$ cat src/rtl/pwrseq_pkg.sv
// Shared types and helpers for the power-sequencing input qualifiers.
package pwrseq_pkg;

    typedef enum logic [1:0] {
        ST_LOW    = 2'b00,
        QUAL_HIGH = 2'b01,
        ST_HIGH   = 2'b10,
        QUAL_LOW  = 2'b11
    } gf_state_t;

    // Qualification counter width, sized so the larger count fits without wrapping.
    function automatic int unsigned cnt_width(input int unsigned rise, input int unsigned fall);
        int unsigned m;
        m = (rise > fall) ? rise : fall;
        return $clog2(m + 1);
    endfunction

endpackage

$ cat src/rtl/signal_sync.sv
// Multi-flop synchroniser for a single asynchronous input, reset to a chosen level.
module signal_sync #(
    parameter int unsigned STAGES  = 2,
    parameter logic        RST_VAL = 1'b0
) (
    input  logic clk,
    input  logic rst_n,
    input  logic d,
    output logic q
);

    logic [STAGES-1:0] chain;

    always_ff @(posedge clk or negedge rst_n) begin
        if (!rst_n) begin
            chain <= {STAGES{RST_VAL}};
        end else begin
            chain <= {chain[STAGES-2:0], d};
        end
    end

    assign q = chain[STAGES-1];

endmodule

$ cat src/rtl/glitch_filter.sv
// Synchronises a raw board signal and accepts level changes only after they
// have been stable for RISE_CNT / FALL_CNT clocks; emits one-cycle edge strobes.
module glitch_filter
    import pwrseq_pkg::*;
#(
    parameter int unsigned RISE_CNT    = 8,
    parameter int unsigned FALL_CNT    = 8,
    parameter int unsigned SYNC_STAGES = 2,
    parameter logic        RST_VAL     = 1'b0
) (
    input  logic clk,
    input  logic rst_n,
    input  logic sig_in,
    output logic sig_out,
    output logic rise_pls,
    output logic fall_pls,
    output logic busy
);

    if (RISE_CNT == 0 || FALL_CNT == 0 || SYNC_STAGES < 2) begin : g_param_check
        $fatal(1, "glitch_filter: RISE_CNT and FALL_CNT must be >= 1, SYNC_STAGES >= 2");
    end

    localparam int unsigned     CNT_W     = cnt_width(RISE_CNT, FALL_CNT);
    localparam logic [CNT_W-1:0] RISE_LAST = CNT_W'(RISE_CNT - 1);
    localparam logic [CNT_W-1:0] FALL_LAST = CNT_W'(FALL_CNT - 1);
    localparam gf_state_t        HOME      = RST_VAL ? ST_HIGH : ST_LOW;

    logic             s;
    gf_state_t        state, state_nxt;
    logic [CNT_W-1:0] cnt, cnt_nxt;
    logic             sig_nxt, rise_nxt, fall_nxt;

    signal_sync #(
        .STAGES  (SYNC_STAGES),
        .RST_VAL (RST_VAL)
    ) u_sync (
        .clk   (clk),
        .rst_n (rst_n),
        .d     (sig_in),
        .q     (s)
    );

    always_ff @(posedge clk or negedge rst_n) begin
        if (!rst_n) begin
            state    <= HOME;
            cnt      <= '0;
            sig_out  <= RST_VAL;
            rise_pls <= 1'b0;
            fall_pls <= 1'b0;
        end else begin
            state    <= state_nxt;
            cnt      <= cnt_nxt;
            sig_out  <= sig_nxt;
            rise_pls <= rise_nxt;
            fall_pls <= fall_nxt;
        end
    end

    always_comb begin
        state_nxt = state;
        cnt_nxt   = cnt;
        sig_nxt   = sig_out;
        rise_nxt  = 1'b0;
        fall_nxt  = 1'b0;
        case (state)
            ST_LOW: begin
                if (s) begin
                    if (RISE_CNT == 1) begin
                        state_nxt = ST_HIGH;
                        sig_nxt   = 1'b1;
                        rise_nxt  = 1'b1;
                        cnt_nxt   = '0;
                    end else begin
                        state_nxt = QUAL_HIGH;
                        cnt_nxt   = CNT_W'(1);
                    end
                end
            end
            QUAL_HIGH: begin
                if (!s) begin
                    state_nxt = ST_LOW;
                    cnt_nxt   = '0;
                end else if (cnt == RISE_LAST) begin
                    state_nxt = ST_HIGH;
                    sig_nxt   = 1'b1;
                    rise_nxt  = 1'b1;
                    cnt_nxt   = '0;
                end else if (cnt != '1) begin
                    cnt_nxt = cnt + CNT_W'(1);
                end
            end
            ST_HIGH: begin
                if (!s) begin
                    if (FALL_CNT == 1) begin
                        state_nxt = ST_LOW;
                        sig_nxt   = 1'b0;
                        fall_nxt  = 1'b1;
                        cnt_nxt   = '0;
                    end else begin
                        state_nxt = QUAL_LOW;
                        cnt_nxt   = CNT_W'(1);
                    end
                end
            end
            QUAL_LOW: begin
                if (s) begin
                    state_nxt = ST_HIGH;
                    cnt_nxt   = '0;
                end else if (cnt == FALL_LAST) begin
                    state_nxt = ST_LOW;
                    sig_nxt   = 1'b0;
                    fall_nxt  = 1'b1;
                    cnt_nxt   = '0;
                end else if (cnt != '1) begin
                    cnt_nxt = cnt + CNT_W'(1);
                end
            end
            default: begin
                state_nxt = HOME;
                cnt_nxt   = '0;
            end
        endcase
    end

    assign busy = (state == QUAL_HIGH) || (state == QUAL_LOW);

endmodule

$ cat config.mk
export PLATFORM = sky130hd
export DESIGN_NAME = glitch_filter
export DESIGN_NICKNAME = d
export VERILOG_FILES = /design/src/rtl/pwrseq_pkg.sv /design/src/rtl/signal_sync.sv /design/src/rtl/glitch_filter.sv
export SDC_FILE = /design/constraint.sdc
export NUM_CORES = 1
export LEC_CHECK = 0
export CAP_MARGIN = 25
export CORE_AREA = 2 2 39 41
export CTS_CLUSTER_DIAMETER = 100
export CTS_CLUSTER_SIZE = 16
export DETAILED_ROUTE_END_ITERATION = 7
export DIE_AREA = 0 0 41 43
export GPL_TIMING_DRIVEN = 1
export SLEW_MARGIN = 15
export SYNTH_ARGS = -nofsm -noshare
export SYNTH_HDL_FRONTEND = slang
export SYNTH_SLANG_ARGS = --single-unit
$ cat constraint.sdc
create_clock -name clk -period 1.77 [get_ports clk]
set_input_delay 0.354 -clock clk [delete_from_list [all_inputs] [get_ports clk]]
set_output_delay 0.354 -clock clk [all_outputs]
set_load 0.02 [all_outputs]
## Word-level counts from Yosys, hierarchy flattened

Cells that the tools add are included.

- Word-level logic and storage cells: 50
- Output and inout bits: 4
- Memory bits (writable): 0
- Memories: 0
- Input bits: 3
- Bits in registers: 11
- ROM bits: 0
- Latch bits: 0

- Bitwise operators: 0
- Multiplexer cells: 24
- Multipliers: 0
- Reductions and logical operators: 6
- Eq/ne operators: 13
- Div/mod/pow operators: 0
- Shift-type cells: 0
- $lt $le $gt $ge: 0
- Add/sub/neg operators: 1

Operator list:

| operator | count |
|---|---|
| 4-bit 2-to-1 mux | 6 |
| 4-bit one-hot mux with 4 select lines | 1 |
| 2-bit 2-to-1 mux | 6 |
| 1-bit 2-to-1 mux | 9 |
| 2-bit != test, second input constant | 4 |
| 2-bit one-hot mux with 4 select lines | 1 |
| 5-bit AND reduction | 1 |
| 4-bit by 1-bit adder with 4-bit output, second input constant | 1 |
| 2-bit equality test, second input constant | 2 |
| 4-bit by 3-bit equality test with 1-bit output, second input constant | 1 |
| 2-bit by 1-bit != test with 1-bit output, second input constant | 2 |
| 4-bit != test, second input constant | 1 |
| 4-bit AND reduction | 1 |
| 3-bit by 2-bit != test with 1-bit output, second input constant | 1 |
| 3-bit != test, second input constant | 1 |
| 2-bit by 1-bit equality test with 1-bit output, second input constant | 1 |
| 2-bit zero test | 1 |
| 1-bit one-hot mux with 2 select lines | 1 |
| 2-bit AND reduction | 1 |
| 2-bit nonzero test | 1 |
| 1-bit logical OR | 1 |

## Depth between registers and ports, before layout

- Depth after elaboration: 5
- Mapped depth: 4
- Depth with buffers taken out: 4

## Modules after synthesis

From an unflattened synthesis, not the netlist that was laid out.

- Cell total of the unflattened synthesis: 47
- Area, all modules: 495.5 um^2

Modules (own cells, without submodules):

| module | cells an instance | seq. area each (um^2) | area each (um^2) | times used |
|---|---|---|---|---|
| glitch_filter | 45 | 225.2 | 445.4 | 1 |
| signal_sync | 2 | 50.0 | 50.0 | 1 |

## Worst setup path after synthesis

No wires, ideal clock.

- Path kind: register to register
- Start: reg cnt[0]
- End: reg cnt[3]
- Path slack: 284 ps
- Path buffers: 0
- Data required time: 1666 ps
- Period minus slack after synthesis: 1486 ps
- Setup time: 104 ps
- Data arrival time: 1382 ps
- Cell stages (with the launch flop): 5
- Path through: dfrtp_1 > ha_1 > nand4b_1 > or4b_1 > o311ai_1

- Longest elaborated chain between the ends: 5
- Elaborated cells between the ends (all ways): 8
- Classes of those cells: 1 x add/sub; 2 x eq/ne; 5 x mux

Ends and longest elaborated chain:

| item | line | source |
|---|---|---|
| start: declaration | glitch_filter.sv:31 | `logic [CNT_W-1:0] cnt, cnt_nxt;` |
| start signal: assignment | glitch_filter.sv:53 | `cnt <= cnt_nxt;` |
| 4-bit by 1-bit adder with 4-bit output / 4-bit != test (equally long branches) | n/a |  |
| 4-bit 2-to-1 mux | glitch_filter.sv:89, glitch_filter.sv:115 |  |
| 4-bit 2-to-1 mux * | glitch_filter.sv:84 | `end else if (cnt == RISE_LAST) begin` |
| 4-bit 2-to-1 mux (on tied branches) | glitch_filter.sv:107, glitch_filter.sv:81 |  |
| 4-bit one-hot mux with 4 select lines * | glitch_filter.sv:66 | `case (state)` |

Mark *: on every way between the ends. The rest lies on a longest branch, timed or not.
A chain may end at the register's enable or synchronous reset.

## Worst setup path in the final report

Ends and elaborated chain as after synthesis.

==> summary.md <==
| Metric | Value |
|---|---|
| CTS max path bufs | 2 |
| R2R Path End | cnt[3] |
| Hold_sp | u_sync.chain[0] |
| CTS tree | done |
| Drt drc | 0 |
| Via count | 383 |
| Max-slew violations | 0 |
| H-tree Lvls | 1 |
| Fin crit period | 1578 ps |
| Detail Route Antenna Nets | 0 |
| Non-Filler Instances | 71 |
| Total power | 0.6896 mW |
| Starting density of the core | 35.80% |
| Cells after Synth | 47 |
| Critical Path Fanout Max | 7 |
| Yosys warning count | 0 |
| Worst vdd ir | 509.7 uV |
| Sequential share of the synthesized area | 55.56% |
| Crit Path Class | flip-flop to flip-flop |
| Die ar. | 1763 sq um |
| Hold Vio Cnt, Final | 0 |
| Worst Hold End | u_sync.chain[1] |
| Share of cells above drive strength 1 | 7.273% |
| Worst skew pair latency | 260 ps |
| Hold WS | 348.2 ps |
| Post-synthesis cell area | 495.5 sq um |
| PnR worst setup slack | 191.8 ps |
| Unrepaired setup endpoints after global routing | false |
| F_max | 633.6 MHz |
| Outcome | completed |
| Avg Cell Area, Syn | 10.54 sq um |
| DP Worst Slack | 196.3 ps |
| Mean routed wirelength per cell | 11.85 microns |
| Fin util | 43.13% |
| GRT Total Usage | 13.49% |
| Fillers | 140 |
| Core area | 1384 sq um |
| I/O Pins | 7 |
| Dpl cell area | 570.5 sq um |
| Final nets | 60 |
| Worst-path clk slew | 70 ps |
| Synthesis-to-layout area growth | 20.45% |
| I/O Buffers | 6 |
| DIE WIDTH | 41 microns |
| Critical Path AT | 1740 ps |
| Power Dens Cells | 1155 nW/um^2 |
| Clk sinks | 11 |
| Row cnt | 14 |
| Die height | 43 microns |
| Iter 0 DRT Violations | 4 |
| Worst r2r path cells | 4 |
| R2R setup slack | 190 ps |
| #FFs+latches synth | 11 |
| ANT cells | 0 |
| Post-CTS Hold Buffers | 0 |
| Gr ovfl total | 0 |
| CTS buffer count | 3 |
| Initial antenna violation count | 0 |
| Largest net degree at the start of global routing | 12 |
| Root Buffer | clkbuf_4 |
| Post-CTS Setup Bufs | 0 |
| Post-Route Skew | 6.157 ps |
| Post-CTS Resized | 0 |
| Worst r2r src | cnt[0] |
| Setup crit start kind | flip-flop |
| Most frequent cells in the layout | dfrtp_1, nand2_1, clkdlybuf4s50_1, a21oi_1 |
| Fin crit share | 89.16% |
| CP endpoint kind | flip-flop |
| Least-Margin Pin Slew | 471.8 ps |
| Synth cell types | 22 |
| Standby leakage power | 0.2562 nW |
| Vias in the first global route | 350 |
| WP data required | 1930 ps |
| Placed cells | 67 |
| Setup TNS | 0 ps |
| Max_cap viols | 0 |
| TritonRoute pass-1 iters | 5 |
| Gpl congestion | 0.7119 |
| Hold depth | 0 |
| Via density per instance | 5.394 |
| Finish-stage setup viols | 0 |
| Post-Route WL | 841 microns |
| Hold WC Path Type | flip-flop to flip-flop |
| Rel. slew slack | 68.45% |
| Dpl hpwl | 626.1 microns |
| Commonest non-fill, non-tap cell in the layout | dfrtp_1 |
| First-pass GRT wire length | 1538 microns |
| Post-route cell area | 596.8 sq um |
| Syn nets | 51 |
==> synth_stat cells <==
library cell | instances | area, sq um
xnor2_1 | 1 | 8.760
nand4_1 | 1 | 6.260
o21ai_0 | 1 | 5.000
o2111ai_1 | 1 | 8.760
nand3b_1 | 1 | 7.510
o22ai_1 | 2 | 12.51
nor2_1 | 3 | 11.26
buf_2 | 1 | 5.000
nor3b_1 | 1 | 7.510
or4b_1 | 1 | 10.01
nand2_1 | 6 | 22.52
dfrtp_1 | 11 | 275.3
a21oi_1 | 4 | 20.02
xor2_1 | 1 | 8.760
inv_1 | 2 | 7.510
nand4b_1 | 2 | 17.52
a22oi_1 | 1 | 7.510
and4b_1 | 1 | 10.01
clkbuf_1 | 2 | 7.510
o311ai_1 | 2 | 17.52
and3_1 | 1 | 6.260
ha_1 | 1 | 12.51
==> kinds of logic (layout without fill, tap and decap cells) <==
logic type / after synthesis / in the layout / synth area share [%]
buffers and inverters: 5 / 13 / 4.041
AND/OR/NAND/NOR: 17 / 17 / 19.95
flip-flops: 11 / 11 / 55.55
XOR/XNOR: 2 / 2 / 3.536
adder cells (fa/ha/maj): 1 / 1 / 2.525
AO/OA/AOI/OAI: 11 / 11 / 14.39
==> how the worst max path moves through the flow <==
| stage | slack [ps] | startpoint | to | cells past startpoint |
|---|---|---|---|---|
| after floorplan | 280 | cnt[0] | cnt[3] | 4 |
| after global placement | 250 | cnt[0] | cnt[3] | 4 |
| after detailed placement | 200 | cnt[0] | cnt[3] | 4 |
| after CTS | 180 | sig_out | sig_out | 1 |
| after global routing | 80 | cnt[0] | cnt[3] | 4 |
| final | 190 | cnt[0] | cnt[3] | 4 |
==> routing by layer <==
layer / share of wire [%] / wire length (microns) / global-route usage [%]
met4: 0 / 0 / 4.000
met1: 45 / 380 / 16.61
met3: 5.1 / 43 / 9.424
met2: 50 / 417 / 18.44
met5: 0 / 0 / 0
==> critical path: stages (launching register included) <==
cell and delay [ps]:
dfrtp_1 420, ha_1 280, nand4b_1 210, or4b_1 470, o311ai_1 100
==> flip-flops by register name, indices dropped and copies added, names as in the netlist, named ones only <==
register	cells
cnt	4
fall_pls	1
rise_pls	1
sig_out	1
state	1
u_sync.chain	2
==> final cells by class <==
class	instances	area, sq um	share of cell area, %
inverters	2	7.507	1.258
repair buffers	7	67.56	11.32
flip-flops and latches	11	275.3	46.12
clock buffers	4	26.28	4.403
well taps	16	20.02	3.354
multi-input cells	31	200.2	33.54
==> power breakdown <==
group | total, mW | internal (mW) | switching [mW]
registers | 0.340 | 0.292 | 0.0476
logic | 0.185 | 0.0870 | 0.0984
clock network | 0.164 | 0.0871 | 0.0770
total | 0.690 | 0.467 | 0.223
Note: power is estimated with default switching activity, not from simulation.
